===== src/rtl/sparse_stream_compactor_if.sv =====
// Block-in / dense-group-out handshake bundle for the sparse stream compactor.
interface sparse_stream_compactor_if #(
  parameter int BITMASK_LENGTH = 8,
  parameter int ELEMENT_WIDTH  = 16,
  parameter int NUM_OUTPUT     = 2
);
  localparam int COUNT_BITWIDTH = $clog2(NUM_OUTPUT) + 1;

  logic                                in_valid;
  logic                                in_ready;
  logic [BITMASK_LENGTH-1:0]           in_bitmask;
  logic [BITMASK_LENGTH*ELEMENT_WIDTH-1:0] in_data;
  logic                                in_last;
  logic                                out_valid;
  logic                                out_ready;
  logic [NUM_OUTPUT*ELEMENT_WIDTH-1:0] out_data;
  logic [COUNT_BITWIDTH-1:0]           out_count;
  logic                                out_last;

  modport master (
    output in_valid, in_bitmask, in_data, in_last, out_ready,
    input  in_ready, out_valid, out_data, out_count, out_last
  );
  modport slave (
    input  in_valid, in_bitmask, in_data, in_last, out_ready,
    output in_ready, out_valid, out_data, out_count, out_last
  );
endinterface


===== src/rtl/sparse_stream_compactor.sv =====
// Packs the dense elements of masked sparse blocks into fixed-size groups,
// carrying a partial group across blocks and flushing it on the stream's last block.
module sparse_stream_compactor #(
  parameter int BITMASK_LENGTH = 8,
  parameter int ELEMENT_WIDTH  = 16,
  parameter int NUM_OUTPUT     = 2
) (
  input  logic                    clock,
  input  logic                    resetn,
  sparse_stream_compactor_if.slave bus
);
  localparam int COUNT_BITWIDTH = $clog2(NUM_OUTPUT) + 1;
  localparam int BL = BITMASK_LENGTH;
  localparam int EW = ELEMENT_WIDTH;
  localparam int N  = NUM_OUTPUT;
  localparam int CW = COUNT_BITWIDTH;

  typedef enum logic [1:0] {IDLE, SCAN, FLUSH} state_t;

  state_t                state_q;
  logic                  in_ready_q;
  logic [BL-1:0]         m_q, m_d;
  logic [BL-1:0][EW-1:0] data_q;
  logic                  last_q;
  logic [CW-1:0]         r_q, need, take_cnt;
  logic [N-1:0][EW-1:0]  res_q, grp_d;
  logic                  out_valid_q, out_last_q;
  logic [N-1:0][EW-1:0]  out_data_q;
  logic [CW-1:0]         out_count_q;
  logic                  full, out_free;

  // Slots above r in the residual are kept zero, so grp_d is already
  // zero-padded whenever fewer than N elements are present.
  always_comb begin
    need     = CW'(N) - r_q;
    take_cnt = '0;
    m_d      = m_q;
    grp_d    = res_q;
    for (int i = 0; i < BL; i++) begin
      if (m_q[i] && (take_cnt < need)) begin
        for (int s = 0; s < N; s++)
          if (CW'(s) == r_q + take_cnt) grp_d[s] = data_q[i];
        m_d[i]   = 1'b0;
        take_cnt = take_cnt + CW'(1);
      end
    end
    full = (r_q + take_cnt) == CW'(N);
  end

  assign out_free = !out_valid_q || bus.out_ready;

  always_ff @(posedge clock or negedge resetn) begin
    if (!resetn) begin
      state_q     <= IDLE;
      in_ready_q  <= 1'b1;
      m_q         <= '0;
      data_q      <= '0;
      last_q      <= 1'b0;
      r_q         <= '0;
      res_q       <= '0;
      out_valid_q <= 1'b0;
      out_data_q  <= '0;
      out_count_q <= '0;
      out_last_q  <= 1'b0;
    end else begin
      if (out_valid_q && bus.out_ready) out_valid_q <= 1'b0;
      case (state_q)
        IDLE: if (bus.in_valid) begin
          data_q     <= bus.in_data;
          m_q        <= bus.in_bitmask;
          last_q     <= bus.in_last;
          in_ready_q <= 1'b0;
          state_q    <= SCAN;
        end
        SCAN: if (full) begin
          if (out_free) begin
            out_valid_q <= 1'b1;
            out_data_q  <= grp_d;
            out_count_q <= CW'(N);
            out_last_q  <= 1'b0;
            m_q         <= m_d;
            r_q         <= '0;
            res_q       <= '0;
          end
        end else begin
          // Mask exhausted: the partial group waits for the next block or the flush.
          res_q      <= grp_d;
          r_q        <= r_q + take_cnt;
          m_q        <= '0;
          state_q    <= last_q ? FLUSH : IDLE;
          in_ready_q <= !last_q;
        end
        FLUSH: if (out_free) begin
          out_valid_q <= 1'b1;
          out_data_q  <= res_q;
          out_count_q <= r_q;
          out_last_q  <= 1'b1;
          r_q         <= '0;
          res_q       <= '0;
          state_q     <= IDLE;
          in_ready_q  <= 1'b1;
        end
        default: state_q <= IDLE;
      endcase
    end
  end

  assign bus.in_ready  = in_ready_q;
  assign bus.out_valid = out_valid_q;
  assign bus.out_data  = out_data_q;
  assign bus.out_count = out_count_q;
  assign bus.out_last  = out_last_q;
endmodule


===== src/flat_wrapper.sv =====
// flat-port wrapper written by rule: the top's interface ports become plain ports
module sparse_stream_compactor_flat 
#(
  parameter int BITMASK_LENGTH = 8,
  parameter int ELEMENT_WIDTH  = 16,
  parameter int NUM_OUTPUT     = 2
)
  (clock, resetn, bus_in_valid, bus_in_bitmask, bus_in_data, bus_in_last, bus_out_ready, bus_in_ready, bus_out_valid, bus_out_data, bus_out_count, bus_out_last);
  sparse_stream_compactor_if #(.BITMASK_LENGTH(BITMASK_LENGTH), .ELEMENT_WIDTH(ELEMENT_WIDTH), .NUM_OUTPUT(NUM_OUTPUT)) bus_i ();
  input  logic clock;
  input  logic resetn;
  input wire logic [$bits(bus_i.in_valid)-1:0] bus_in_valid;
  input wire logic [$bits(bus_i.in_bitmask)-1:0] bus_in_bitmask;
  input wire logic [$bits(bus_i.in_data)-1:0] bus_in_data;
  input wire logic [$bits(bus_i.in_last)-1:0] bus_in_last;
  input wire logic [$bits(bus_i.out_ready)-1:0] bus_out_ready;
  output wire logic [$bits(bus_i.in_ready)-1:0] bus_in_ready;
  output wire logic [$bits(bus_i.out_valid)-1:0] bus_out_valid;
  output wire logic [$bits(bus_i.out_data)-1:0] bus_out_data;
  output wire logic [$bits(bus_i.out_count)-1:0] bus_out_count;
  output wire logic [$bits(bus_i.out_last)-1:0] bus_out_last;
  assign bus_i.in_valid = bus_in_valid;
  assign bus_i.in_bitmask = bus_in_bitmask;
  assign bus_i.in_data = bus_in_data;
  assign bus_i.in_last = bus_in_last;
  assign bus_i.out_ready = bus_out_ready;
  assign bus_in_ready = bus_i.in_ready;
  assign bus_out_valid = bus_i.out_valid;
  assign bus_out_data = bus_i.out_data;
  assign bus_out_count = bus_i.out_count;
  assign bus_out_last = bus_i.out_last;
  sparse_stream_compactor #(.BITMASK_LENGTH(BITMASK_LENGTH), .ELEMENT_WIDTH(ELEMENT_WIDTH), .NUM_OUTPUT(NUM_OUTPUT)) u_core (.clock(clock), .resetn(resetn), .bus(bus_i));
endmodule

===== config.mk =====
export PLATFORM = sky130hd
export DESIGN_NAME = sparse_stream_compactor_flat
export DESIGN_NICKNAME = d
export VERILOG_FILES = /design/src/rtl/sparse_stream_compactor_if.sv /design/src/rtl/sparse_stream_compactor.sv /design/src/flat_wrapper.sv
export SDC_FILE = /design/constraint.sdc
export NUM_CORES = 1
export LEC_CHECK = 0
export CAP_MARGIN = 25
export CORE_ASPECT_RATIO = 2
export CORE_UTILIZATION = 50
export DETAILED_ROUTE_END_ITERATION = 12
export GPL_TIMING_DRIVEN = 0
export PLACE_DENSITY = 0.8
export REMOVE_ABC_BUFFERS = 1
export SYNTH_ARGS = -nofsm -noshare
export SYNTH_HDL_FRONTEND = slang
export SYNTH_SLANG_ARGS = --single-unit

===== constraint.sdc =====
create_clock -name clock -period 14.3 [get_ports clock]
set_clock_uncertainty 0.05 [all_clocks]
set_input_delay 4.29 -clock clock [delete_from_list [all_inputs] [get_ports clock]]
set_output_delay 4.29 -clock clock [all_outputs]
set_load 0.02 [all_outputs]

---- Word-level counts from Yosys, hierarchy flattened ----
Index checks and enable logic that the tools add are counted.
storage, ports and cells
  register bits after elaboration ......... 210
  latch bits .............................. 0
  bits in writable memories ............... 0
  bits in read-only memories .............. 0
  input bits .............................. 141
  output and inout port bits .............. 37
  logic and storage cells ................. 186
  memories ................................ 0
operators by class
  $add $sub $neg .......................... 16
  multipliers ............................. 0
  div/mod/pow operators ................... 0
  order comparisons ....................... 8
  equality and inequality tests ........... 25
  shift operators ......................... 0
  multiplexer cells ....................... 74
  bitwise gates (word level) .............. 0
  reduce and logical (&&, ||, !) cells .... 36
operators with widths
  kind                 count
  $mux 32              13
  $mux 16              16
  $pmux 32 s2          2
  $reduce_and 4->1     10
  $mux 2               16
  $ne 3x3->1 const B   9
  $mux 8               3
  $logic_not 2->1      9
  $mux 1               17
  $eq 1x2->1 const A   8
  $pmux 8 s2           1
  $add 2x2->2          7
  $add 2x1->2 const B  6
  $lt 2x2->1           6
  $logic_and 1x1->1    9
  $pmux 2 s2           2
  $ne 2x1->1 const B   3
  $pmux 2 s3           1
  $eq 2x2->1 const B   2
  $ne 2x2->1 const B   2
  $pmux 1 s2           2
  $reduce_bool 2->1    2
  $pmux 1 s3           1
  $reduce_and 3->1     1
  other kinds (10)     11

---- Depth between registers and ports, before layout ----
  depth in word-level cells ............... 29
  depth in mapped cells ................... 47
  gate-level depth less buffers ........... 42

---- Worst setup path before layout ----
No wires, ideal clock.
  kind .................................... register to register
  from .................................... register u_core.r_q[1]
  to ...................................... register u_core.out_data_q (netlist bit u_core.bus.out_data[20])
  setup time .............................. 0.111 ns
  data arrival time ....................... 10.408 ns
  data required time ...................... 14.139 ns
  slack ................................... 3.730 ns
  stages on the path, launching flop included .. 46
  period minus slack after synthesis ...... 10.570 ns
  path through ............................ dfrtp_1 -> clkbuf_1 -> inv_1 -> ha_1 -> o21ai_0 -> nand2_1 -> ha_1 -> inv_1 -> ha_1 -> nand2b_4 -> and3_1 -> clkbuf_1 -> nor2_1 -> ha_1 -> nor2b_1 -> nor2_1 -> a41oi_1 -> nand3_1 -> (+10 left out) -> xor2_1 -> ha_1 -> nor2b_1 -> nor3b_1 -> maj3_2 -> xor2_1 -> ha_1 -> nand2b_1 -> nand3b_1 -> xor2_1 -> ha_1 -> clkbuf_1 -> or4_1 -> mux2i_1 -> o21ai_1 -> buf_6 -> buf_2 -> a222oi_1
between the ends
  cells in the longest elaborated chain, start to end .. 29
  elaborated cells between the ends (all ways) .. 70
ends and longest elaborated chain
  what                                                              line                                                          source
  start, declared                                                   sparse_stream_compactor.sv:25                                 logic [CW-1:0] r_q, need, take_cnt;
  start signal, assigned                                            sparse_stream_compactor.sv:88                                 r_q <= r_q + take_cnt;
  $sub 2x2->2                                                       sparse_stream_compactor.sv:35                                 need = CW'(N) - r_q;
  $lt 1x2->1                                                        sparse_stream_compactor.sv:40                                 if (m_q[i] && (take_cnt < need)) begin
  $logic_and 1x1->1                                                 sparse_stream_compactor.sv:40
  $mux 1                                                            sparse_stream_compactor.sv:40
  $lt 1x2->1                                                        sparse_stream_compactor.sv:40
  $logic_and 1x1->1                                                 sparse_stream_compactor.sv:40
  $mux 2                                                            sparse_stream_compactor.sv:40
  $lt 2x2->1                                                        sparse_stream_compactor.sv:40
  (+13 left out)                                                    n/a
  $mux 2                                                            sparse_stream_compactor.sv:40
  $lt 2x2->1 or $add 2x2->2 (tied branches)                         sparse_stream_compactor.sv:40, sparse_stream_compactor.sv:42
  $logic_and 1x1->1 or $eq 1x2->1 (tied branches)                   sparse_stream_compactor.sv:40, sparse_stream_compactor.sv:42
  $mux 2 or $mux 16 (tied branches)                                 sparse_stream_compactor.sv:40, sparse_stream_compactor.sv:42
  $add 2x2->2 or $mux 32 (tied branches)                            sparse_stream_compactor.sv:47, sparse_stream_compactor.sv:40
  $eq 2x2->1 or $mux 32 (tied branches)                             sparse_stream_compactor.sv:47, sparse_stream_compactor.sv:76
  $ne 2x1->1 (no source line) or $mux 32 (tied branches)            n/a
  $reduce_and 4->1 (no source line) or $pmux 32 s2 (tied branches)  n/a
  end signal, assigned                                              sparse_stream_compactor.sv:78                                 out_data_q <= grp_d;
  end signal, assigned                                              sparse_stream_compactor.sv:95                                 out_data_q <= res_q;
  end, declared                                                     sparse_stream_compactor.sv:28                                 logic [N-1:0][EW-1:0] out_data_q;
Several ways; a longest one is shown, not always the timed one. The select of a mux whose other input is x is not followed.
A chain may end at the register's enable or synchronous reset.

---- Worst setup path after layout ----
  from .................................... register u_core.r_q[0]
  to ...................................... register u_core.res_q[16] in the netlist's numbering
between the ends
  cells in the longest elaborated chain, start to end .. 29
  elaborated cells between the ends (all ways) .. 67
ends and longest elaborated chain
  what                  line                           source
  $sub 2x2->2           sparse_stream_compactor.sv:35
  $lt 1x2->1            sparse_stream_compactor.sv:40
  $logic_and 1x1->1     sparse_stream_compactor.sv:40
  $mux 1                sparse_stream_compactor.sv:40
  $lt 1x2->1            sparse_stream_compactor.sv:40
  $logic_and 1x1->1     sparse_stream_compactor.sv:40
  $mux 2                sparse_stream_compactor.sv:40
  $lt 2x2->1            sparse_stream_compactor.sv:40
  (+13 left out)        n/a
  $mux 2                sparse_stream_compactor.sv:40
  $lt 2x2->1            sparse_stream_compactor.sv:40
  $logic_and 1x1->1     sparse_stream_compactor.sv:40
  $mux 2                sparse_stream_compactor.sv:40
  $add 2x2->2           sparse_stream_compactor.sv:47  full = (r_q + take_cnt) == CW'(N);
  $eq 2x2->1            sparse_stream_compactor.sv:47
  $mux 32 (*)           sparse_stream_compactor.sv:75  SCAN: if (full) begin
  $pmux 32 s2 (*)       sparse_stream_compactor.sv:67  case (state_q)
  end signal, assigned  sparse_stream_compactor.sv:87  res_q <= grp_d;
  end, declared         sparse_stream_compactor.sv:26  logic [N-1:0][EW-1:0] res_q, grp_d;
Every way passes the cells marked *; elsewhere a longest branch is shown, timed or not.

==> reports/qor.yml <==
synth:
  synth_area_leader_cell: "dfrtp_1"
  syn_area_um2: 11700
  synth_commonest_cells: "dfrtp_1 (209), mux2_2 (129), nand2_1 (95)"
  syn_avg_cell_area_um2: 10.4
  syn-instance-count: 1125
  synth-edff-count: 0
  synth_seq_cells: 210
  yosysSeqAreaShare_pct: 44.8
  ys_warn_count: 0
  synthMostInstantiatedCell: "dfrtp_1"
  ys.flop_type: "dfrtp_1"
  synth_area_leaders: "dfrtp_1 (45%), mux2_2 (12%), a211oi_1 (3.2%), o211ai_1 (3.1%), nand2_1 (3.0%)"
  async_flop_share_pct: 100
  synth.distinct_cells: 71
  synth_top_area_share_pct: 44.6
floorplanning:
  die_h_um: 219
  core_area_um2: 23100
  start_util_pct: 50.7
  ios: 178
  die_w_um: 110
  rows: 79
  die_area_um2: 24100
global_routing:
  grt_start_max_net_pins: 107
  grt_pass1_wl_um: 55300
  track_usage_pct: 30.8
  grt_overflow: 0
  first_global_vias: 10500
  antenna_found_initial: 0
cts:
  cts_max_level: 1
  cts_tree: "yes"
  numCtsBuffers: 20
  hold_buffers: 0
  cts.sinks: 210
  insertion_delay_ns: 0.52
  worst_setup_hold_path_clk_slew_ns: 0.07
  root_buffer: "clkbuf_16"
  clockBufferDepth: 3
critical_path:
  critPathSlowestCell: "dfrtp_1"
  end_kind: "register"
  worstPathRequired_ns: 14.70
  crit_type: "register to register"
  max_stage_delay_ns: 0.82
  cp_top_family: "simple AND/OR/NAND/NOR gates"
  crit_buf_inv: 4
  cp-start-kind: "register"
  cp_common_cell: "ha_1"
  arrival_ns: 13.71
  cp_max_fo: 33
timing:
  maxSlewViolCount: 0
  rsz0062_at_grt: "no"
  max_freq_ghz: 0.0751
  slew_headroom_pct: 24.9
  setup_viol: 0
  period_minus_slack_ns: 13.31
  setup_tns_ns: 0
  hold_viol_final: 0
  worst_pin_slew_ns: 1.13
  post-route-period-util_pct: 93.1
drt:
  dr_total_vias: 10100
  antenna_left: 0
  wl_per_cell_um: 23.5
  drt-initial-drc-count: 1035
  drc: 0
  via_per_inst: 6.50
  dr.pass1.iters: 8
  drt-total-wl_um: 36400
cells_and_area:
  area_delta_synth_final_pct: 25.0
  final_cell_area_um2: 14700
  drive_above_1_share_pct: 16.9
  nNetsFinal: 1424
  fill_cells: 1834
  diodes: 0
placement:
  dpl.hpwl_um: 24200
  port_buffers: 177
  gp_congestion: 0.854
  dpl-instance-area_um2: 13900
outcome:
  outcome: "completed"
flow_run:
  drv_cap: 0
worst_hold_path:
  holdCritPathClass: "register to register"
-- layer usage --
layer,part of all wire (%),GRT usage (%)
met1,34,33.5
met2,51,52.7
met3,7.2,4.53
met4,7.4,22.8
met5,0,0
-- worst paths after layout --
kind	start	end	slack, ns	depth (start not counted)
worst min register to register	u_core.bus.in_ready	u_core.bus.in_ready	0.42	2
worst max register to register	u_core.r_q[0]	u_core.res_q[16]	0.99	43
max in group asynchronous	resetn	u_core.data_q[46]	9.46	2
worst min-delay path	u_core.bus.in_ready	u_core.bus.in_ready	0.42	2
worst max-delay path	u_core.r_q[0]	u_core.res_q[16]	0.99	43
min in group asynchronous	resetn	u_core.data_q[7]	3.76	1
-- cells in the final DEF (no fill, tap or decap), drive strengths merged, types with 36 or more instances in the layout --
cell type / netlist / layout
nor2: 48 / 49
nand2: 95 / 95
a211oi: 50 / 50
inv: 83 / 83
a21oi: 38 / 38
mux2: 129 / 129
clkdlybuf4s50: 0 / 176
nor3: 36 / 36
dfrtp: 209 / 209
o211ai: 48 / 48
-- state kept, by name, indices dropped and copies added, names as in the netlist, 2 cells and up --
| signal | flops |
|---|---|
| u_core.state_q | 2 |
| u_core.bus.out_count | 2 |
| u_core.data_q | 128 |
| u_core.m_q | 8 |
| u_core.res_q | 32 |
| u_core.bus.out_data | 32 |
| u_core.r_q | 2 |
-- metrics by stage --
stage          utilization (%)  hold WS (ns)  std cells  worst slack [ns]
6_report                  63.4         0.420       1553             0.992
3_5_place_dp              60.1         0.407       1516             0.938
5_1_grt                   63.4         0.437       1553             0.187
4_1_cts                   63.4         0.419       1552             0.831
3_3_place_gp              58.3         0.407       1500             -1.81
2_1_floorplan                -         0.406       1040              2.61
-- logic make-up (layout without fill, tap and decap cells) --
| logic type | after synthesis | count (layout) | share of synthesized area [%] |
|---|---|---|---|
| xor gates and xnor gates | 20 | 20 | 2.16 |
| and+or+nand+nor | 231 | 232 | 9.66 |
| buffers and inverters | 168 | 312 | 5.81 |
| AOI/OAI and AO/OA | 320 | 320 | 20.6 |
| muxes | 148 | 148 | 14.0 |
| adders and majority gates | 28 | 28 | 2.97 |
| DFF | 210 | 210 | 44.8 |
-- what timing repair did --
| action | CTS | global route |
|---|---|---|
| gates resized for setup | 0 | 1 |
| setup endpoints to repair | 0 | 32 |
| buffers inserted | 0 | 0 |
-- final cells by class --
class | count | area [um^2] | share of cell area (%)
Multi-Input combinational cell | 748 | 5890 | 40.2
Sequential cell | 210 | 5260 | 35.8
Timing Repair Buffer | 193 | 2100 | 14.3
Clock buffer | 26 | 574 | 3.91
Tap cell | 283 | 354 | 2.41
Inverter | 83 | 312 | 2.12
Clock inverter | 10 | 178 | 1.21
-- tightest hold or removal path, stage by stage, from the launching register on --
cell and delay (ns):
dfstp_2 0.37, inv_1 0.04, mux2i_1 0.06
Power is left out: the tool's default activity adds up to more than one toggle a clock period on the data nets, which glitch-free logic cannot reach.
